--- src/rtl/expression_pipe_pkg.sv ---
// Shared opcode enum and per-lane result type for the expression pipeline.
package expression_pipe_pkg;

   typedef enum logic [2:0] {
      OP_ADD  = 3'd0,
      OP_SUB  = 3'd1,
      OP_XNOR = 3'd2,
      OP_SHL  = 3'd3,
      OP_SHR  = 3'd4,
      OP_LT   = 3'd5,
      OP_RED  = 3'd6,
      OP_SEL  = 3'd7
   } op_e;

   localparam int unsigned LANES_DEF = 6;
   localparam int unsigned W_DEF     = 6;

endpackage

// Lane result record {res, ovf}; the width follows the lane width of the user.
`ifndef EXPRESSION_PIPE_LANE_RES_T
`define EXPRESSION_PIPE_LANE_RES_T(WIDTH) struct packed { logic [(WIDTH)-1:0] res; logic ovf; }
`endif

--- src/rtl/expression_lane.sv ---
// One combinational lane: evaluates the selected expression on a/b with
// optional signedness and flags ADD/SUB overflow.
module expression_lane
   import expression_pipe_pkg::*;
#(
   parameter int W   = 6,
   parameter int SHW = $clog2(W) + 1
) (
   input  logic [2:0]   op,
   input  logic         sgn,
   input  logic [W-1:0] a,
   input  logic [W-1:0] b,
   output logic [W-1:0] res,
   output logic         ovf_evt
);

   typedef `EXPRESSION_PIPE_LANE_RES_T(W) lane_res_t;

   logic [W:0]     ext_a;
   logic [W:0]     ext_b;
   logic [W:0]     sum;
   logic [W:0]     diff;
   logic [SHW-1:0] sh;
   logic [W+2:0]   red;
   lane_res_t      r;

   // Operands widened by one bit so carry/borrow and sign both stay visible.
   assign ext_a = sgn ? {a[W-1], a} : {1'b0, a};
   assign ext_b = sgn ? {b[W-1], b} : {1'b0, b};
   assign sum   = ext_a + ext_b;
   assign diff  = ext_a - ext_b;
   assign sh    = b[SHW-1:0];
   assign red   = {{W{1'b0}}, ^a, |b, &a};

   // Opcode decode into the lane result record.
   // NOTE: every field gets a default before the case so no latch is inferred.
   always_comb begin
      r = '0;
      case (op_e'(op))
         OP_ADD: begin
            r.res = sum[W-1:0];
            r.ovf = sgn ? (sum[W] ^ sum[W-1]) : sum[W];
         end
         OP_SUB: begin
            r.res = diff[W-1:0];
            r.ovf = sgn ? (diff[W] ^ diff[W-1]) : diff[W];
         end
         OP_XNOR: r.res = a ^ ~b;
         OP_SHL:  r.res = (int'(sh) >= W) ? '0 : (a << sh);
         OP_SHR: begin
            // Kept as separate branches: a ?: mixing signed and unsigned would
            // turn the arithmetic shift into a logical one.
            if (sgn) begin
               if (int'(sh) >= W) r.res = {W{a[W-1]}};
               else               r.res = $signed(a) >>> sh;
            end else begin
               if (int'(sh) >= W) r.res = '0;
               else               r.res = a >> sh;
            end
         end
         OP_LT:   r.res = {{(W-1){1'b0}}, ($signed(ext_a) < $signed(ext_b))};
         OP_RED:  r.res = red[W-1:0];
         OP_SEL:  r.res = (a != '0) ? b : ~b;
         default: r = '0;
      endcase
   end

   assign res     = r.res;
   assign ovf_evt = r.ovf;

endmodule

--- src/rtl/expression_pipe.sv ---
// Two-stage valid/ready pipeline around LANES expression lanes, with sticky
// per-lane overflow flags and a synchronous flag clear.
module expression_pipe
   import expression_pipe_pkg::*;
#(
   parameter int LANES = LANES_DEF,
   parameter int W     = W_DEF,
   parameter int SHW   = $clog2(W) + 1
) (
   input  logic               clk,
   input  logic               rst_n,
   input  logic               in_valid,
   output logic               in_ready,
   input  logic [2:0]         op,
   input  logic [LANES-1:0]   sgn,
   input  logic [LANES*W-1:0] a,
   input  logic [LANES*W-1:0] b,
   output logic               out_valid,
   input  logic               out_ready,
   output logic [LANES*W-1:0] y,
   output logic [LANES-1:0]   ovf,
   input  logic               ovf_clr
);

   logic               s1_valid_q, s1_valid_d;
   logic [2:0]         s1_op_q,    s1_op_d;
   logic [LANES-1:0]   s1_sgn_q,   s1_sgn_d;
   logic [LANES*W-1:0] s1_a_q,     s1_a_d;
   logic [LANES*W-1:0] s1_b_q,     s1_b_d;
   logic               s2_valid_q, s2_valid_d;
   logic [LANES*W-1:0] y_q,        y_d;
   logic [LANES-1:0]   s2_ovf_q,   s2_ovf_d;
   logic [LANES-1:0]   ovf_q,      ovf_d;

   logic [LANES*W-1:0] lane_y;
   logic [LANES-1:0]   lane_ovf;
   logic               s2_load;
   logic               s1_load;
   logic               out_fire;

   // Lanes evaluate the stage-1 operands; results land in stage 2.
   for (genvar i = 0; i < LANES; i++) begin : g_lane
      expression_lane #(.W(W), .SHW(SHW)) u_lane (
         .op      (s1_op_q),
         .sgn     (s1_sgn_q[i]),
         .a       (s1_a_q[i*W +: W]),
         .b       (s1_b_q[i*W +: W]),
         .res     (lane_y[i*W +: W]),
         .ovf_evt (lane_ovf[i])
      );
   end

   assign s2_load  = !s2_valid_q || out_ready;
   assign s1_load  = !s1_valid_q || s2_load;
   assign in_ready = !s1_valid_q || !s2_valid_q || out_ready;
   assign out_fire = s2_valid_q && out_ready;

   // Next-state for both stages and the sticky flags.
   always_comb begin
      s1_valid_d = s1_valid_q;
      s1_op_d    = s1_op_q;
      s1_sgn_d   = s1_sgn_q;
      s1_a_d     = s1_a_q;
      s1_b_d     = s1_b_q;
      s2_valid_d = s2_valid_q;
      y_d        = y_q;
      s2_ovf_d   = s2_ovf_q;

      if (s1_load) begin
         s1_valid_d = in_valid;
         if (in_valid) begin
            s1_op_d  = op;
            s1_sgn_d = sgn;
            s1_a_d   = a;
            s1_b_d   = b;
         end
      end

      if (s2_load) begin
         s2_valid_d = s1_valid_q;
         if (s1_valid_q) begin
            y_d      = lane_y;
            s2_ovf_d = lane_ovf;
         end
      end

      // Clear first, then OR in the beat leaving this cycle so it is never lost.
      ovf_d = (ovf_clr ? '0 : ovf_q) | (out_fire ? s2_ovf_q : '0);
   end

   // State registers.
   // NOTE: sequential state uses non-blocking assignments only, so every flop
   // samples the pre-edge value of the others.
   // NOTE: the operand/result registers are reset too, because y must read 0
   // out of reset; they are small, so there is no memory-reset penalty here.
   always_ff @(posedge clk or negedge rst_n) begin
      if (!rst_n) begin
         s1_valid_q <= 1'b0;
         s1_op_q    <= '0;
         s1_sgn_q   <= '0;
         s1_a_q     <= '0;
         s1_b_q     <= '0;
         s2_valid_q <= 1'b0;
         y_q        <= '0;
         s2_ovf_q   <= '0;
         ovf_q      <= '0;
      end else begin
         s1_valid_q <= s1_valid_d;
         s1_op_q    <= s1_op_d;
         s1_sgn_q   <= s1_sgn_d;
         s1_a_q     <= s1_a_d;
         s1_b_q     <= s1_b_d;
         s2_valid_q <= s2_valid_d;
         y_q        <= y_d;
         s2_ovf_q   <= s2_ovf_d;
         ovf_q      <= ovf_d;
      end
   end

   assign out_valid = s2_valid_q;
   assign y         = y_q;
   assign ovf       = ovf_q;

endmodule

--- config.mk ---
export PLATFORM = sky130hd
export DESIGN_NAME = expression_pipe
export DESIGN_NICKNAME = d
export VERILOG_FILES = /design/src/rtl/expression_pipe_pkg.sv /design/src/rtl/expression_lane.sv /design/src/rtl/expression_pipe.sv
export SDC_FILE = /design/constraint.sdc
export NUM_CORES = 1
export LEC_CHECK = 0
export ABC_CLOCK_PERIOD_IN_PS = 2580
export CAP_MARGIN = 20
export CORE_MARGIN = 2
export CORE_UTILIZATION = 32
export DETAILED_ROUTE_END_ITERATION = 10
export HOLD_SLACK_MARGIN = 0.1
export PLACE_DENSITY_LB_ADDON = 0.12
export SYNTH_ARGS = -nofsm -noshare
export SYNTH_HDL_FRONTEND = slang
export SYNTH_SLANG_ARGS = --single-unit
--- constraint.sdc ---
create_clock -name clk -period 2.58 [get_ports clk]
set_clock_uncertainty 0.15 [all_clocks]
set_input_delay 0.516 -clock clk [delete_from_list [all_inputs] [get_ports clk]]
set_output_delay 0.516 -clock clk [all_outputs]
set_load 0.02 [all_outputs]
; ---- Yosys cells after proc, flatten, opt, wreduce, memory -nomap -nowiden
; Index checks and enable logic that the tools add are counted.
; W data, S select, Z words.
[word_totals]
reg_bits = 131
input_bits = 86
out_inout_bits = 44
wordCells = 185
[classes]
n_addsub = 12
magnitude_cmp = 12
eq_ne = 7
shifts = 18
n_mux = 68
bitwise = 25
n_reduce_logical = 34
[op_table]
columns = cell, count
row1 = $pmux W6 S8, 6
row2 = $mux W6, 32
row3 = $mux W7, 12
row4 = $add A7 B7 Y7, 6
row5 = $lt A7 B7 Y1, 6
row6 = $sub A7 B7 Y7, 6
row7 = $not A6 Y6, 6
row8 = $reduce_and A6 Y1, 6
row9 = $reduce_bool A6 Y1, 6
row10 = $reduce_or A6 Y1, 6
row11 = $reduce_xor A6 Y1, 6
row12 = $shl A6 B4 Y6, 6
row13 = $shr A6 B4 Y6, 6
row14 = $sshr A6 B4 Y6, 6
row15 = $xor A6 B6 Y6, 6
row16 = $ge A4 B3 Y1 const B, 6
row17 = $eq A3 B3 Y1 const B, 4
row18 = $mux W1, 12
row19 = $pmux W1 S2, 6
row20 = $xor A1 B1 Y1, 12
row21 = $eq A3 B2 Y1 const B, 2
row22 = $or A6 B6 Y6, 1
row23 = $logic_or A1 B1 Y1, 4
row24 = $reduce_and A2 Y1, 2
row25 = 4 further kinds, 5

; ---- Longest topological paths before layout
[logic_depth]
depth_word = 5
mapped_depth = 10
depth_no_buf = 10

; ---- Cells and area by module
; Synthesis repeated with hierarchy kept, for this count alone.
[hier_totals]
cells_unflattened = 1626
hier_area_um2 = 14353.8
[by_module_without_submodules]
columns = module, instances, cells_each, area_each_um2, seq_area_each_um2
row1 = expression_pipe, 1, 292, 4924.7, 3278.1
row2 = expression_lane at g_lane[3].u_lane ..., 3, 225, 1551.5, 0.0
row3 = expression_lane at g_lane[0].u_lane, 1, 219, 1634.1, 0.0
row4 = expression_lane at g_lane[1].u_lane, 1, 228, 1601.5, 0.0
row5 = expression_lane at g_lane[2].u_lane, 1, 212, 1539.0, 0.0

; ---- Worst setup path before layout
; No wires, ideal clock.
[synth_path]
path_type = flip-flop to flip-flop
from = reg s1_b_q[1]
to = reg s2_ovf_q[0]
setup_ns = 0.126
arrival_ns = 2.485
t_required_ns = 2.304
path_slack_ns = -0.181
stages_incl_launch_ff = 10
n_path_buf = 1
synth_period_minus_slack_ns = 2.761
cell_sequence = dfrtp_1 clkbuf_1 inv_2 ha_1 nor2b_1 o31a_1 or4_4 nand3_2 xnor2_1 a221o_1
[synth_via]
elab_chain_cells = 5
elab_cells_between_ends = 8
classes_between = 2 x add/sub / 4 x mux / 2 x bitwise
[synth_rtl]
columns = element, line
row1 = start: declaration, expression_pipe.sv:29  ; logic [LANES*W-1:0] s1_b_q, s1_b_d;
row2 = start signal: assignment, expression_pipe.sv:102  ; s1_b_q <= '0;
row3 = start signal: assignment, expression_pipe.sv:112  ; s1_b_q <= s1_b_d;
row4 = $mux W7 *, expression_lane.sv:29  ; assign ext_b = sgn ? {b[W-1], b} : {1'b0, b};
row5 = $sub A7 B7 Y7 or $add A7 B7 Y7 (tied branches), "expression_lane.sv:31, expression_lane.sv:30"
row6 = $xor A1 B1 Y1 (on tied branches), "expression_lane.sv:46, expression_lane.sv:42"
row7 = $mux W1 (on tied branches), "expression_lane.sv:46, expression_lane.sv:42"
row8 = $pmux W1 S2 *, expression_lane.sv:39  ; case (op_e'(op))
row9 = end signal: assignment, expression_pipe.sv:115  ; s2_ovf_q <= s2_ovf_d;
row10 = end: declaration, expression_pipe.sv:32  ; logic [LANES-1:0] s2_ovf_q, s2_ovf_d;
; Every way passes the cells marked *; elsewhere a longest branch is shown, timed or not.
; A chain may end at the register's enable or synchronous reset.

; ---- Final worst setup path
[layout_path]
from = reg s1_a_q[17]
to = reg s2_ovf_q[2]
[layout_via]
elab_chain_cells = 5
elab_cells_between_ends = 8
classes_between = 2 x add/sub / 4 x mux / 2 x bitwise
[layout_rtl]
columns = element, line
row1 = start: declaration, expression_pipe.sv:28  ; logic [LANES*W-1:0] s1_a_q, s1_a_d;
row2 = start signal: assignment, expression_pipe.sv:101  ; s1_a_q <= '0;
row3 = start signal: assignment, expression_pipe.sv:111  ; s1_a_q <= s1_a_d;
row4 = $mux W7 *, expression_lane.sv:28  ; assign ext_a = sgn ? {a[W-1], a} : {1'b0, a};
row5 = $sub A7 B7 Y7 or $add A7 B7 Y7 (tied branches), "expression_lane.sv:31, expression_lane.sv:30"
row6 = $xor A1 B1 Y1 (on tied branches), "expression_lane.sv:46, expression_lane.sv:42"
row7 = $mux W1 (on tied branches), "expression_lane.sv:46, expression_lane.sv:42"
row8 = $pmux W1 S2 *, expression_lane.sv:39
; Marks and branches as above.

==> flow_summary.ini <==
[run_status]
status = finished clean

[setup_path]
endpoint_kind = flop
r2r-start = s1_a_q[17]
cp.required_ns = 2.80
r2r_slack_ns = 0.06
critPathKind = reg -> reg
rr_endpoint = s2_ovf_q[2]
cp.arrival_ns = 2.74
crit_path_max_fanout = 9
worstSetupStartpointType = flop
r2r_cells = 8

[floorplan]
io_pins = 130
die_h_um = 212
die-area_sq_mm = 0.0450
die_x_um = 212
start_util_pct = 32.3
row_count = 76
fp.coreArea_sq_mm = 0.0429

[route]
drt_wl_total_um = 53400
drtPass1Iterations = 7
routed.top_layer = met4
drt-initial-drc-count = 1164
wire_per_inst_um = 21.4
via_per_inst = 5.52
route.met2.wl_um = 24600
drc = 0
route.met3.wl_um = 3110
vias = 13800
routedLengthMet1_um = 24400
ant_nets = 0

[sta]
fin_crit_ns = 2.52
hold_ws_ns = 0.335
fmax_mhz = 397
rsz0062_at_grt = yes
relSlewSlack_pct = 44.0
hold_viol = 0
report.final.slew_viol_count = 0
setup_viol = 0
fin_ws_ns = 0.0635
tightest_slew_ns = 0.819
timing.final.crit_share_pct = 97.5
setup_tns_ns = 0

[final_layout]
instances_no_fill = 2494
nets = 2110
fill_cells = 4353
drive_gt1_share_pct = 20.8
flow.area_growth_from_synthesis_pct = 28.8
final_common_cell = buf_4
antenna_cells = 0
layout_common_cells = buf_4 (197), clkdlybuf4s50_1 (128), dfrtp_1 (126), nand2_1 (115), ha_1 (110)

[clock_tree]
cts_buffer_depth = 2
cts_tree = yes
root_buffer = clkbuf_16
cts_made_buffers = 17
clk-insertion-delay-late_ns = 0.50
htreeDepth = 4
clk_pin_slew_ns = 0.07
cts.sinks = 131

[worst_hold_path]
hp-class = reg -> reg
min_from = y[1]
holdPathEnd = y[1]
hold_depth = 2

[placement]
dp.cells = 2456
port_buffers = 129
dp_hpwl_um = 41000
place.gp.congestion = 0.939
pre_cts_ws_ns = -0.0889

[logic_synthesis]
avgSynthCellArea_sq_um = 8.36
synth_fa_ha_area_share_pct = 12.2
ys_warn_count = 0
synth-compound-area-share_pct = 24.7
synth.net_count = 1873
synthArstFlopShare_pct = 100
ys_seq_area_share_pct = 23.6
yosysUniqueCellTypes = 83
ys_ff_latch = 131
synth_cells = 1659
synth_xor_area_share_pct = 4.55
syn-cell-area_sq_mm = 0.0139
synth_top_family_by_area = compound AO/OA/AOI/OAI gates
synth-simple-area-share_pct = 16.0
ys_top_cells_by_area = dfrtp_1 (24%), ha_1 (10%), mux2_2 (6.6%)
synth_top_area_share_pct = 23.6
ys.flop_type = dfrtp_1
synth_edf_count = 0
synth_top_cell_by_area = dfrtp_1
muxShareOfSynthArea_pct = 12.1

[global_routing]
grt_pass1_wl_um = 81500
grt_overflow = 0
grtUsageTotal_pct = 24.1
grt_max_degree = 50
grt_pass1_vias = 13600
antenna_found_initial = 1

[pwr]
netSwitchingPower_uw = 5790
p_per_area_mw_per_mm2 = 743
peakVddDrop_v = 0.000463
p_sw_share_pct = 43.7
seqPwrFrac_pct = 22.3
power.share.clock_pct = 18.9
power.share.combinational_pct = 58.8
total_power_uw = 13300
p_leak_uw = 0.00753
p_int_uw = 7480

[job]
maxCapViolCount = 0
## power groups by stage
stage / Clock (uW) / Combinational, uW / Sequential [uW]
after CTS: 2600 / 7570 / 2970
after global placement: 0 / 7500 / 2990
final: 2510 / 7800 / 2960
after global routing: 2670 / 8510 / 3030
after detailed placement: 0 / 7530 / 3000
after floorplan: 0 / 4320 / 3200
## worst max-delay path by stage
stage | startpoint | to | slack [ns] | depth (start not counted)
2_1_floorplan | s1_b_q[26] | y[24] | 0.00005 | 10
3_3_place_gp | s1_a_q[17] | y[12] | -0.09 | 7
3_5_place_dp | s1_b_q[13] | y[12] | -0.09 | 9
4_1_cts | s1_b_q[13] | y[12] | 0.006 | 9
5_1_grt | s1_b_q[22] | s2_ovf_q[3] | -0.03 | 8
6_report | s1_a_q[17] | s2_ovf_q[2] | 0.06 | 8
## sequential cells by signal (all words and copies together) (netlist names)
register / cells
out_valid: 1
ovf: 6
s1_b_q: 36
s1_sgn_q: 6
s1_valid_q: 1
s2_ovf_q: 6
s1_a_q: 36
y: 36
s1_op_q: 3
## layer usage
metal | GRT usage, % | up-vias
met5 | 0 | -
met4 | 7.50 | 0
met3 | 5.21 | 69
met2 | 38.9 | 464
met1 | 32.2 | 6671
li1 | - | 6564
## Yosys cell counts, drive strengths merged, types with 7 or more instances
| master | instances |
|---|---|
| nand3 | 26 |
| xnor2 | 50 |
| a211oi | 31 |
| o31ai | 22 |
| or3 | 11 |
| a21oi | 95 |
| o31a | 7 |
| clkbuf | 79 |
| mux4 | 15 |
| xor2 | 22 |
| a221o | 8 |
| fa | 12 |
| dfrtp | 131 |
| nor4 | 11 |
| ha | 116 |
| nor3 | 48 |
| nor2 | 111 |
| o21ai | 121 |
| mux2i | 38 |
| and2 | 9 |
| nand4b | 7 |
| mux2 | 85 |
| a311oi | 7 |
| a21o | 12 |
| a22o | 12 |
| a31oi | 22 |
| o21a | 16 |
| o221ai | 15 |
| inv | 115 |
| o211ai | 27 |
| a2111oi | 13 |
| nand2 | 117 |
| o32ai | 7 |
| nand2b | 37 |
| nor2b | 17 |
| o22ai | 21 |
| buf | 43 |
| a22oi | 11 |
| a221oi | 12 |
## stage by stage
step	area, sq um	util (%)
5_1_grt	17900	41.7
3_5_place_dp	17000	39.7
4_1_cts	17600	41.1
3_3_place_gp	17000	39.7
6_report	17900	41.7
2_1_floorplan	13900	-
## cell families (layout without fill, tap and decap cells)
logic type	Yosys count	in the layout
compound gates	510	510
simple gates	443	443
buf+inv	237	487
mux	138	138
flops	131	131
fa+ha+maj	128	128
xor+xnor	72	72
## cell type report
class	count	area, sq um	area share, %
multi-input combinational	1291	9840	55.1
sequential	131	3280	18.4
timing repair buffer	340	3010	16.8
tap	585	732	4.10
clock buffer	23	458	2.56
inverter	115	432	2.42
clock inverter	9	108	0.602
## what timing repair did
action	4_1_cts	5_1_grt
setup buffers	0	5
hold buffers	1	0
resized for setup	4	56
pin swaps	0	12
hold endpoints to repair	36	0
endpoints found under the setup margin	4	19
## critical path: stages (launching register included)
cell,delay [ns]
dfrtp_1,0.47
ha_1,0.48
buf_4,0.21
nand3b_1,0.08
a2111oi_0,0.44
a211oi_1,0.14
and3_4,0.21
o21ai_2,0.12
o211ai_1,0.10
No activity file was read; power rests on OpenSTA's default activity.
